### config.mk
export PLATFORM = sky130hd
export DESIGN_NAME = iob_fifo_sync_asym_flat
export DESIGN_NICKNAME = d
export VERILOG_FILES = /design/src/rtl/iob_fifo_sync_asym_pkg.sv /design/src/rtl/iob_fifo_sync_asym_if.sv /design/src/rtl/iob_fifo_level.sv /design/src/rtl/iob_fifo_sync_asym.sv /design/src/flat_wrapper.sv
export SDC_FILE = /design/constraint.sdc
export NUM_CORES = 1
export LEC_CHECK = 0
export BUFFER_PORTS_ARGS = -buffer_cell sky130_fd_sc_hd__clkbuf_2
export CORE_UTILIZATION = 39
export DETAILED_ROUTE_END_ITERATION = 6
export PLACE_DENSITY_LB_ADDON = 0.08
export RECOVER_POWER = 25
export SETUP_SLACK_MARGIN = 0.3
export SLEW_MARGIN = 20
export SYNTH_ARGS = -nofsm -noshare
export SYNTH_HDL_FRONTEND = slang
export SYNTH_HIERARCHICAL = 1
export SYNTH_SLANG_ARGS = --single-unit
### constraint.sdc
create_clock -name clk -period 2 [get_ports clk]
set_input_delay 0.2 -clock clk [delete_from_list [all_inputs] [get_ports clk]]
set_output_delay 0.2 -clock clk [all_outputs]
set_load 0.02 [all_outputs]
### src/rtl/iob_fifo_sync_asym_pkg.sv
// Shared width helpers for the asymmetric FIFO and its RAM: max/min of the two
// data widths and the address width of each RAM port, so the FIFO and the RAM
// instance derive identical port geometries.
package iob_fifo_sync_asym_pkg;

    function automatic int iob_max(input int a, input int b);
        return (a > b) ? a : b;
    endfunction

    function automatic int iob_min(input int a, input int b);
        return (a < b) ? a : b;
    endfunction

    // The wider port addresses fewer, larger words: it loses log2(ratio)
    // address bits. The narrower port uses the full ADDR_W.
    function automatic int port_addr_w(input int data_w, input int other_w, input int addr_w);
        return (data_w > other_w) ? addr_w - $clog2(data_w / other_w) : addr_w;
    endfunction

endpackage

### src/rtl/iob_fifo_sync_asym_if.sv
// Producer/consumer side of the asymmetric FIFO. The master modport is the
// user (producer + consumer); the slave modport is the FIFO itself.
// IOB_FIFO_ERR_EN adds err_clr and the sticky overflow/underflow flags.
interface iob_fifo_sync_asym_if #(
    parameter int W_DATA_W = 32,
    parameter int R_DATA_W = 8,
    parameter int ADDR_W   = 6
) ();
    logic                w_en;
    logic [W_DATA_W-1:0] w_data;
    logic                w_full;
    logic                r_en;
    logic [R_DATA_W-1:0] r_data;
    logic                r_valid;
    logic                r_empty;
    logic [ADDR_W:0]     level;
`ifdef IOB_FIFO_ERR_EN
    logic                err_clr;
    logic                w_overflow;
    logic                r_underflow;

    modport master (
        output w_en, w_data, r_en, err_clr,
        input  w_full, r_data, r_valid, r_empty, level, w_overflow, r_underflow
    );
    modport slave (
        input  w_en, w_data, r_en, err_clr,
        output w_full, r_data, r_valid, r_empty, level, w_overflow, r_underflow
    );
`else
    modport master (
        output w_en, w_data, r_en,
        input  w_full, r_data, r_valid, r_empty, level
    );
    modport slave (
        input  w_en, w_data, r_en,
        output w_full, r_data, r_valid, r_empty, level
    );
`endif
endinterface

### src/rtl/iob_fifo_level.sv
// Occupancy counter for a FIFO whose write and read sides move different
// amounts of data per access. Level is counted in narrow-word units; the
// full/empty flags and request acceptance derive from the registered level
// only, so a same-cycle access on the other side never bypasses a flag.
module iob_fifo_level #(
    parameter int ADDR_W = 6,
    parameter int W_INCR = 4,
    parameter int R_INCR = 1
) (
    input  logic            clk,
    input  logic            rst_n,
    input  logic            w_en,
    input  logic            r_en,
    output logic            w_acc,
    output logic            r_acc,
    output logic [ADDR_W:0] level,
    output logic            w_full,
    output logic            r_empty
);
    localparam logic [ADDR_W:0] CAPACITY    = (ADDR_W+1)'(2 ** ADDR_W);
    localparam logic [ADDR_W:0] W_INCR_L    = (ADDR_W+1)'(W_INCR);
    localparam logic [ADDR_W:0] R_INCR_L    = (ADDR_W+1)'(R_INCR);
    localparam logic [ADDR_W:0] FULL_THRESH = CAPACITY - W_INCR_L;

    logic [ADDR_W:0] level_reg;
    logic [ADDR_W:0] level_next;

    assign w_full  = level_reg > FULL_THRESH;
    assign r_empty = level_reg < R_INCR_L;
    // Reset also suppresses acceptance so no RAM access escapes that cycle.
    assign w_acc   = rst_n & w_en & ~w_full;
    assign r_acc   = rst_n & r_en & ~r_empty;
    assign level   = level_reg;

    // Apply both sides in one step; the flags guarantee no wrap in either direction.
    always_comb begin
        level_next = level_reg;
        if (w_acc) level_next = level_next + W_INCR_L;
        if (r_acc) level_next = level_next - R_INCR_L;
    end

    // Register the occupancy.
    always_ff @(posedge clk) begin
        if (!rst_n) level_reg <= '0;
        else        level_reg <= level_next;
    end
endmodule

### src/rtl/iob_fifo_sync_asym.sv
// Synchronous FIFO controller driving an external asymmetric dual-port RAM as
// a circular buffer. Owns both pointers, the fill level and the flags; the
// RAM provides one-cycle read latency, forwarded to the consumer as r_valid.
// Optional build macro: IOB_FIFO_ERR_EN (sticky overflow/underflow flags).
module iob_fifo_sync_asym
    import iob_fifo_sync_asym_pkg::*;
#(
    parameter int W_DATA_W = 32,
    parameter int R_DATA_W = 8,
    parameter int ADDR_W   = 6,
    parameter int W_ADDR_W = port_addr_w(W_DATA_W, R_DATA_W, ADDR_W),
    parameter int R_ADDR_W = port_addr_w(R_DATA_W, W_DATA_W, ADDR_W)
) (
    input  logic                clk,
    input  logic                rst_n,
    iob_fifo_sync_asym_if.slave fifo_if,
    output logic                ram_w_en,
    output logic [W_ADDR_W-1:0] ram_w_addr,
    output logic [W_DATA_W-1:0] ram_w_data,
    output logic                ram_r_en,
    output logic [R_ADDR_W-1:0] ram_r_addr,
    input  logic [R_DATA_W-1:0] ram_r_data
);
    localparam int MINDATA_W = iob_min(W_DATA_W, R_DATA_W);
    localparam int W_INCR    = W_DATA_W / MINDATA_W;
    localparam int R_INCR    = R_DATA_W / MINDATA_W;

    logic                w_acc;
    logic                r_acc;
    logic                w_full;
    logic                r_empty;
    logic [W_ADDR_W-1:0] w_ptr_reg;
    logic [R_ADDR_W-1:0] r_ptr_reg;
    logic                r_valid_reg;

    iob_fifo_level #(
        .ADDR_W (ADDR_W),
        .W_INCR (W_INCR),
        .R_INCR (R_INCR)
    ) u_level (
        .clk     (clk),
        .rst_n   (rst_n),
        .w_en    (fifo_if.w_en),
        .r_en    (fifo_if.r_en),
        .w_acc   (w_acc),
        .r_acc   (r_acc),
        .level   (fifo_if.level),
        .w_full  (w_full),
        .r_empty (r_empty)
    );

    assign fifo_if.w_full  = w_full;
    assign fifo_if.r_empty = r_empty;
    assign fifo_if.r_valid = r_valid_reg;
    assign fifo_if.r_data  = ram_r_data;

    assign ram_w_en   = w_acc;
    assign ram_w_addr = w_ptr_reg;
    assign ram_w_data = fifo_if.w_data;
    assign ram_r_en   = r_acc;
    assign ram_r_addr = r_ptr_reg;

    // Pointers wrap naturally at their port width; r_valid tracks RAM read latency.
    always_ff @(posedge clk) begin
        if (!rst_n) begin
            w_ptr_reg   <= '0;
            r_ptr_reg   <= '0;
            r_valid_reg <= 1'b0;
        end else begin
            if (w_acc) w_ptr_reg <= w_ptr_reg + W_ADDR_W'(1);
            if (r_acc) r_ptr_reg <= r_ptr_reg + R_ADDR_W'(1);
            r_valid_reg <= r_acc;
        end
    end

`ifdef IOB_FIFO_ERR_EN
    logic w_overflow_reg;
    logic r_underflow_reg;

    // Sticky rejection flags; a new rejection outranks a same-cycle clear.
    always_ff @(posedge clk) begin
        if (!rst_n) begin
            w_overflow_reg  <= 1'b0;
            r_underflow_reg <= 1'b0;
        end else begin
            if (fifo_if.w_en && w_full)       w_overflow_reg <= 1'b1;
            else if (fifo_if.err_clr)         w_overflow_reg <= 1'b0;
            if (fifo_if.r_en && r_empty)      r_underflow_reg <= 1'b1;
            else if (fifo_if.err_clr)         r_underflow_reg <= 1'b0;
        end
    end

    assign fifo_if.w_overflow  = w_overflow_reg;
    assign fifo_if.r_underflow = r_underflow_reg;
`endif
endmodule

### src/flat_wrapper.sv
// flat-port wrapper written by rule: the top's interface ports become plain ports
module iob_fifo_sync_asym_flat import iob_fifo_sync_asym_pkg::*;
#(
    parameter int W_DATA_W = 32,
    parameter int R_DATA_W = 8,
    parameter int ADDR_W   = 6,
    parameter int W_ADDR_W = port_addr_w(W_DATA_W, R_DATA_W, ADDR_W),
    parameter int R_ADDR_W = port_addr_w(R_DATA_W, W_DATA_W, ADDR_W)
)
  (clk, rst_n, ram_w_en, ram_w_addr, ram_w_data, ram_r_en, ram_r_addr, ram_r_data, fifo_if_w_en, fifo_if_w_data, fifo_if_r_en, fifo_if_w_full, fifo_if_r_data, fifo_if_r_valid, fifo_if_r_empty, fifo_if_level);
  iob_fifo_sync_asym_if #(.W_DATA_W(W_DATA_W), .R_DATA_W(R_DATA_W), .ADDR_W(ADDR_W)) fifo_if_i ();
  input  logic clk;
  input  logic rst_n;
  output logic ram_w_en;
  output logic [W_ADDR_W-1:0] ram_w_addr;
  output logic [W_DATA_W-1:0] ram_w_data;
  output logic ram_r_en;
  output logic [R_ADDR_W-1:0] ram_r_addr;
  input  logic [R_DATA_W-1:0] ram_r_data;
  input wire logic [$bits(fifo_if_i.w_en)-1:0] fifo_if_w_en;
  input wire logic [$bits(fifo_if_i.w_data)-1:0] fifo_if_w_data;
  input wire logic [$bits(fifo_if_i.r_en)-1:0] fifo_if_r_en;
  output wire logic [$bits(fifo_if_i.w_full)-1:0] fifo_if_w_full;
  output wire logic [$bits(fifo_if_i.r_data)-1:0] fifo_if_r_data;
  output wire logic [$bits(fifo_if_i.r_valid)-1:0] fifo_if_r_valid;
  output wire logic [$bits(fifo_if_i.r_empty)-1:0] fifo_if_r_empty;
  output wire logic [$bits(fifo_if_i.level)-1:0] fifo_if_level;
  assign fifo_if_i.w_en = fifo_if_w_en;
  assign fifo_if_i.w_data = fifo_if_w_data;
  assign fifo_if_i.r_en = fifo_if_r_en;
  assign fifo_if_w_full = fifo_if_i.w_full;
  assign fifo_if_r_data = fifo_if_i.r_data;
  assign fifo_if_r_valid = fifo_if_i.r_valid;
  assign fifo_if_r_empty = fifo_if_i.r_empty;
  assign fifo_if_level = fifo_if_i.level;
  iob_fifo_sync_asym #(.W_DATA_W(W_DATA_W), .R_DATA_W(R_DATA_W), .ADDR_W(ADDR_W), .W_ADDR_W(W_ADDR_W), .R_ADDR_W(R_ADDR_W)) u_core (.clk(clk), .rst_n(rst_n), .fifo_if(fifo_if_i), .ram_w_en(ram_w_en), .ram_w_addr(ram_w_addr), .ram_w_data(ram_w_data), .ram_r_en(ram_r_en), .ram_r_addr(ram_r_addr), .ram_r_data(ram_r_data));
endmodule
## Word level (Yosys, flattened, before mapping)

Index checks and enable logic that the tools add are counted.
Widths: inputs -> output; s select.

| cells by class | value |
|---|---|
| muxes and demuxes | 2 |
| bitwise gates (word level) | 6 |
| reductions and logical operators | 0 |
| divide/modulo/power cells | 0 |
| multiply operators | 0 |
| add/subtract/negate cells | 4 |
| eq/ne operators | 0 |
| order comparisons | 2 |
| shift operators | 0 |

Operators with widths:

| cell | count |
|---|---|
| $mux 7 | 2 |
| $add 7x3->7 const B | 1 |
| $gt 7x6->1 const B | 1 |
| $lt 7x1->1 const B | 1 |
| $sub 7x1->7 const B | 1 |
| $add 6x1->6 const B | 1 |
| $add 4x1->4 const B | 1 |
| $and 1x1->1 | 4 |
| $not 1->1 | 2 |

| storage, ports and cells | value |
|---|---|
| latch bits | 0 |
| input port bits | 44 |
| ROM bits | 0 |
| bits in registers | 18 |
| output and inout bits | 62 |
| memories | 0 |
| memory bits (writable) | 0 |

## Longest topological paths before layout

| logic depth | value |
|---|---|
| depth in word-level cells | 6 |
| depth in mapped cells | 7 |

## Modules after synthesis

Netlist, hierarchy kept.

By module, submodules not included:

| module | instances | cells each | area an instance (sq um) |
|---|---|---|---|
| iob_fifo_sync_asym | 1 | 82 | 749.5 |
| iob_fifo_level | 1 | 63 | 548.0 |

## Worst setup path after synthesis

OpenSTA, ideal clock, no wires.

| path | value |
|---|---|
| path type | register to register |
| from | register u_core.u_level.level_reg[2] (netlist: u_core/u_level/level[2]) |
| to | register u_core.r_ptr_reg[5] (netlist: u_core/ram_r_addr[5]) |
| path slack | -0.293 ns |
| setup time | 0.070 ns |
| arrival time | 2.223 ns |
| buffers on the path | 0 |
| cell stages (with the launch flop) | 7 |
| path through | dfxtp_1 -> or4_4 -> nor2_1 -> nor2b_1 -> nand4_2 -> or3_1 -> a21boi_1 |

| between the ends | value |
|---|---|
| longest elaborated chain between the ends | 3 |

RTL lines:

| what | RTL line | RTL |
|---|---|---|
| start: declaration | iob_fifo_level.sv:25 | `logic [ADDR_W:0] level_reg;` |
| start signal: assignment | iob_fifo_level.sv:45 | `else level_reg <= level_next;` |
| $lt 7x1->1 | iob_fifo_level.sv:29 | `assign r_empty = level_reg < R_INCR_L;` |
| named net fifo_if_r_empty | flat_wrapper.sv:26 | `output wire logic [$bits(fifo_if_i.r_empty)-1:0] fifo_if_r_empty;` |
| $not 1->1 | iob_fifo_level.sv:32 | `assign r_acc = rst_n & r_en & ~r_empty;` |
| $and 1x1->1 | iob_fifo_level.sv:32 |  |
| named net ram_r_en | flat_wrapper.sv:17 | `output logic ram_r_en;` |
| end signal: assignment | iob_fifo_sync_asym.sv:71 | `if (r_acc) r_ptr_reg <= r_ptr_reg + R_ADDR_W'(1);` |
| end: declaration | iob_fifo_sync_asym.sv:33 | `logic [R_ADDR_W-1:0] r_ptr_reg;` |

The timed path passes the listed nets, and every way through them passes these cells.
A chain may end at the register's enable or synchronous reset.

## Final worst setup path

| path | value |
|---|---|
| from | register u_core.u_level.level_reg[0] (netlist: u_core/u_level/level[0]) |
| to | output ram_r_en |

| between the ends | value |
|---|---|
| longest elaborated chain between the ends | 3 |

RTL lines:

| what | RTL line |
|---|---|
| $lt 7x1->1 | iob_fifo_level.sv:29 |
| $not 1->1 | iob_fifo_level.sv:32 |
| $and 1x1->1 | iob_fifo_level.sv:32 |
| end: declaration | flat_wrapper.sv:17 |

Every way passes these cells.

==> results.py <==
metrics = {
    "min_path": {
        "holdPathEnd": "u_core/u_level/level[1]$_SDFFE_PN0P_",
        "min_from": "fifo_if_r_en",
        "hold_path_depth": 3,
        "hold_path.class": "input port to register",
    },
    "timing": {
        "setup_tns_ns": 0,
        "finClkSkew_ns": 0.00191,
        "rsz0062_at_grt": "yes",
        "hold_violations": 0,
        "maxSlewHeadroom_pct": 78.8,
        "worst_pin_slew_ns": 0.317,
        "setup_slack_ns": 0.228,
        "finalMaxSlewViolations": 0,
        "fin_crit_sh_pct": 88.6,
        "setup_violations": 0,
        "fmax_ghz": 0.564,
        "fin_crit_ns": 1.77,
    },
    "global_route": {
        "grt_max_degree": 16,
        "grt_overflow_total": 0,
        "grt_pass1_wl_um": 3980,
        "grt_pass1_vias": 833,
        "antenna_found_initial": 0,
        "grt_usage_pct": 15.0,
    },
    "synthesis": {
        "syn-num-nets": 194,
        "synth_warnings": 6,
        "yosysSeqAreaShare_pct": 27.8,
        "synth_area_per_cell_um2": 8.95,
        "syn_area_um2": 1300,
        "netlist_instances": 145,
        "yosysMostFrequentCell": "buf_4",
        "synth-seq-cells": 18,
        "ys_types": 35,
        "synth_async_sr_flop_share_pct": 0,
        "synth_ff_type": "dfxtp_1",
        "synthTopCellsByArea": "dfxtp_1, buf_4, xnor2_1",
        "synth_top_area_cell": "dfxtp_1",
        "synth-edff-count": 0,
        "synth_top_area_share_pct": 27.8,
        "synthTopCellsByCount": "buf_4, dfxtp_1, xnor2_1",
    },
    "final_layout": {
        "final_core_util_pct": 45.3,
        "drive_above_1_share_pct": 44.8,
        "largest_reg_flops": 7,
        "synthToLayoutAreaGrowth_pct": 8.39,
        "antennaDiodeCount": 0,
        "nets": 193,
    },
    "clocking": {
        "cts.sinks": 18,
        "cts_htree_levels": 1,
        "clk_pin_slew_worst_paths_ns": 0.10,
        "cts-buffers-inserted": 3,
        "insertion_delay_ns": 0.29,
        "root_buffer": "clkbuf_4",
        "cts_tree": "yes",
        "hold_buffers": 0,
        "clk_path_buf_depth": 2,
    },
    "route": {
        "drcViolationCount": 0,
        "ant_nets": 0,
        "routedWlPerCell_um": 13.6,
        "viasPerCell": 4.92,
        "drt_iter0_markers": 41,
        "first_pass_iters": 4,
        "num_vias": 920,
        "routed_wl_um": 2550,
    },
    "placement": {
        "place_ws_ns": 0.207,
        "io_buffers": 25,
        "dp_hpwl_um": 1770,
        "place.gp.congestion": 0.786,
    },
    "floorplanning": {
        "die_area_um2": 3560,
        "dieWidth_um": 59.7,
        "die_h_um": 59.7,
        "num_rows": 20,
        "coreArea_um2": 3100,
        "boundaryPins": 106,
        "start_util_pct": 41.8,
    },
    "pwr": {
        "ir_worst_vdd_mv": 0.355,
        "p_leak_nw": 0.628,
        "p_per_area_nw_per_um2": 1250,
    },
    "worst_setup_path": {
        "start_kind": "register",
        "crit_type": "register to primary output",
        "r2r-start": "u_core/u_level/level[0]$_SDFFE_PN0P_",
        "endpoint_kind": "primary output",
        "reg2reg_depth": 5,
        "regToRegSetupSlack_ns": 0.28,
        "critPathRequiredTime_ns": 1.80,
        "worst_r2r_endpoint": "u_core/u_level/level[3]$_SDFF_PN0_",
        "worst_ep_arrival_time_ns": 1.57,
        "cp_max_fo": 4,
    },
    "flow_run": {
        "maxCapViolations": 0,
    },
    "run_status": {
        "run_status": "completed",
    },
}
-- cells by family after synthesis --
logic type	share of synthesized area, %
DFF	27.8
muxes	1.54
and+or+nand+nor	21.0
AOI/OAI and AO/OA	9.16
xor gates and xnor gates	10.8
adders and majority gates	4.82
buffers and inverters	24.9
-- worst max-delay path, cell delays in order (launching register included) --
cell,delay (ns)
dfxtp_4,0.37
or4_4,0.54
nor2_4,0.14
nor2b_4,0.06
clkbuf_4,0.16
-- report_power, final --
| group | total (mW) | switching (mW) | internal [mW] |
|---|---|---|---|
| Combinational | 1.00 | 0.522 | 0.482 |
| Clock | 0.190 | 0.113 | 0.0775 |
| Sequential | 0.567 | 0.116 | 0.451 |
-- through the flow --
stage | total power, mW | hold slack, ns | cell area, um^2 | instances
after floorplan | 1.29 | 0.353 | 1350 | 145
after global placement | 1.39 | 0.400 | 1230 | 174
after detailed placement | 1.39 | 0.400 | 1230 | 174
after CTS | 1.68 | 0.177 | 1320 | 181
after global routing | 1.88 | 0.204 | 1410 | 187
final | 1.76 | 0.193 | 1410 | 187
-- routing by layer --
layer | vias up | part of all wire (%) | global-route usage, %
met1 | 408 | 48 | 19.9
met3 | 20 | 9.3 | 4.55
met2 | 47 | 39 | 20.2
li1 | 445 | - | -
met4 | 0 | 3.4 | 11.6
met5 | - | 0 | 0
-- worst max-delay path by stage --
stage | endpoint | startpoint
finish | ram_r_en | u_core/u_level/level[0]$_SDFFE_PN0P_
global route | ram_r_en | u_core/u_level/level[0]$_SDFFE_PN0P_
CTS | ram_r_en | u_core/u_level/level[1]$_SDFFE_PN0P_
detailed placement | u_core/u_level/level[6]$_SDFF_PN0_ | u_core/u_level/level[0]$_SDFFE_PN0P_
global placement | u_core/u_level/level[3]$_SDFF_PN0_ | u_core/u_level/level[1]$_SDFFE_PN0P_
floorplan | u_core/ram_r_addr[0]$_SDFFE_PN0P_ | u_core/u_level/level[1]$_SDFFE_PN0P_
-- placed cells by master, fill, tap and decap left out, types with 2 or more instances in the layout --
cell,synthesis,layout
clkbuf_2,0,22
dfxtp_1,18,11
buf_4,41,10
xnor2_1,10,10
and2_1,9,9
xor2_1,6,6
nand2_1,7,6
clkbuf_4,0,5
nor2b_1,5,4
nor2_1,5,4
dfxtp_2,0,4
ha_1,5,3
nand3_1,3,3
dfxtp_4,0,3
mux2i_1,2,2
nand4_1,2,2
nand2b_1,2,2
o211ai_1,2,2
a21o_1,2,2
a21oi_1,3,2
ha_4,0,2
-- repair_timing --
action | CTS | global route
setup buffers | 3 | 6
hold endpoints to repair | 0 | 0
pin swaps | 4 | 6
gates resized for setup | 7 | 10
setup endpoints to repair | 8 | 13
-- layout make-up --
| class | instances | area (um^2) |
|---|---|---|
| clock buffer | 4 | 26.3 |
| fill | 335 | 1700 |
| timing repair buffer | 36 | 231 |
| inverter | 3 | 13.8 |
| sequential | 18 | 377 |
| multi-input combinational | 82 | 703 |
| tap | 44 | 55.1 |
(Power assumes the default switching activity.)
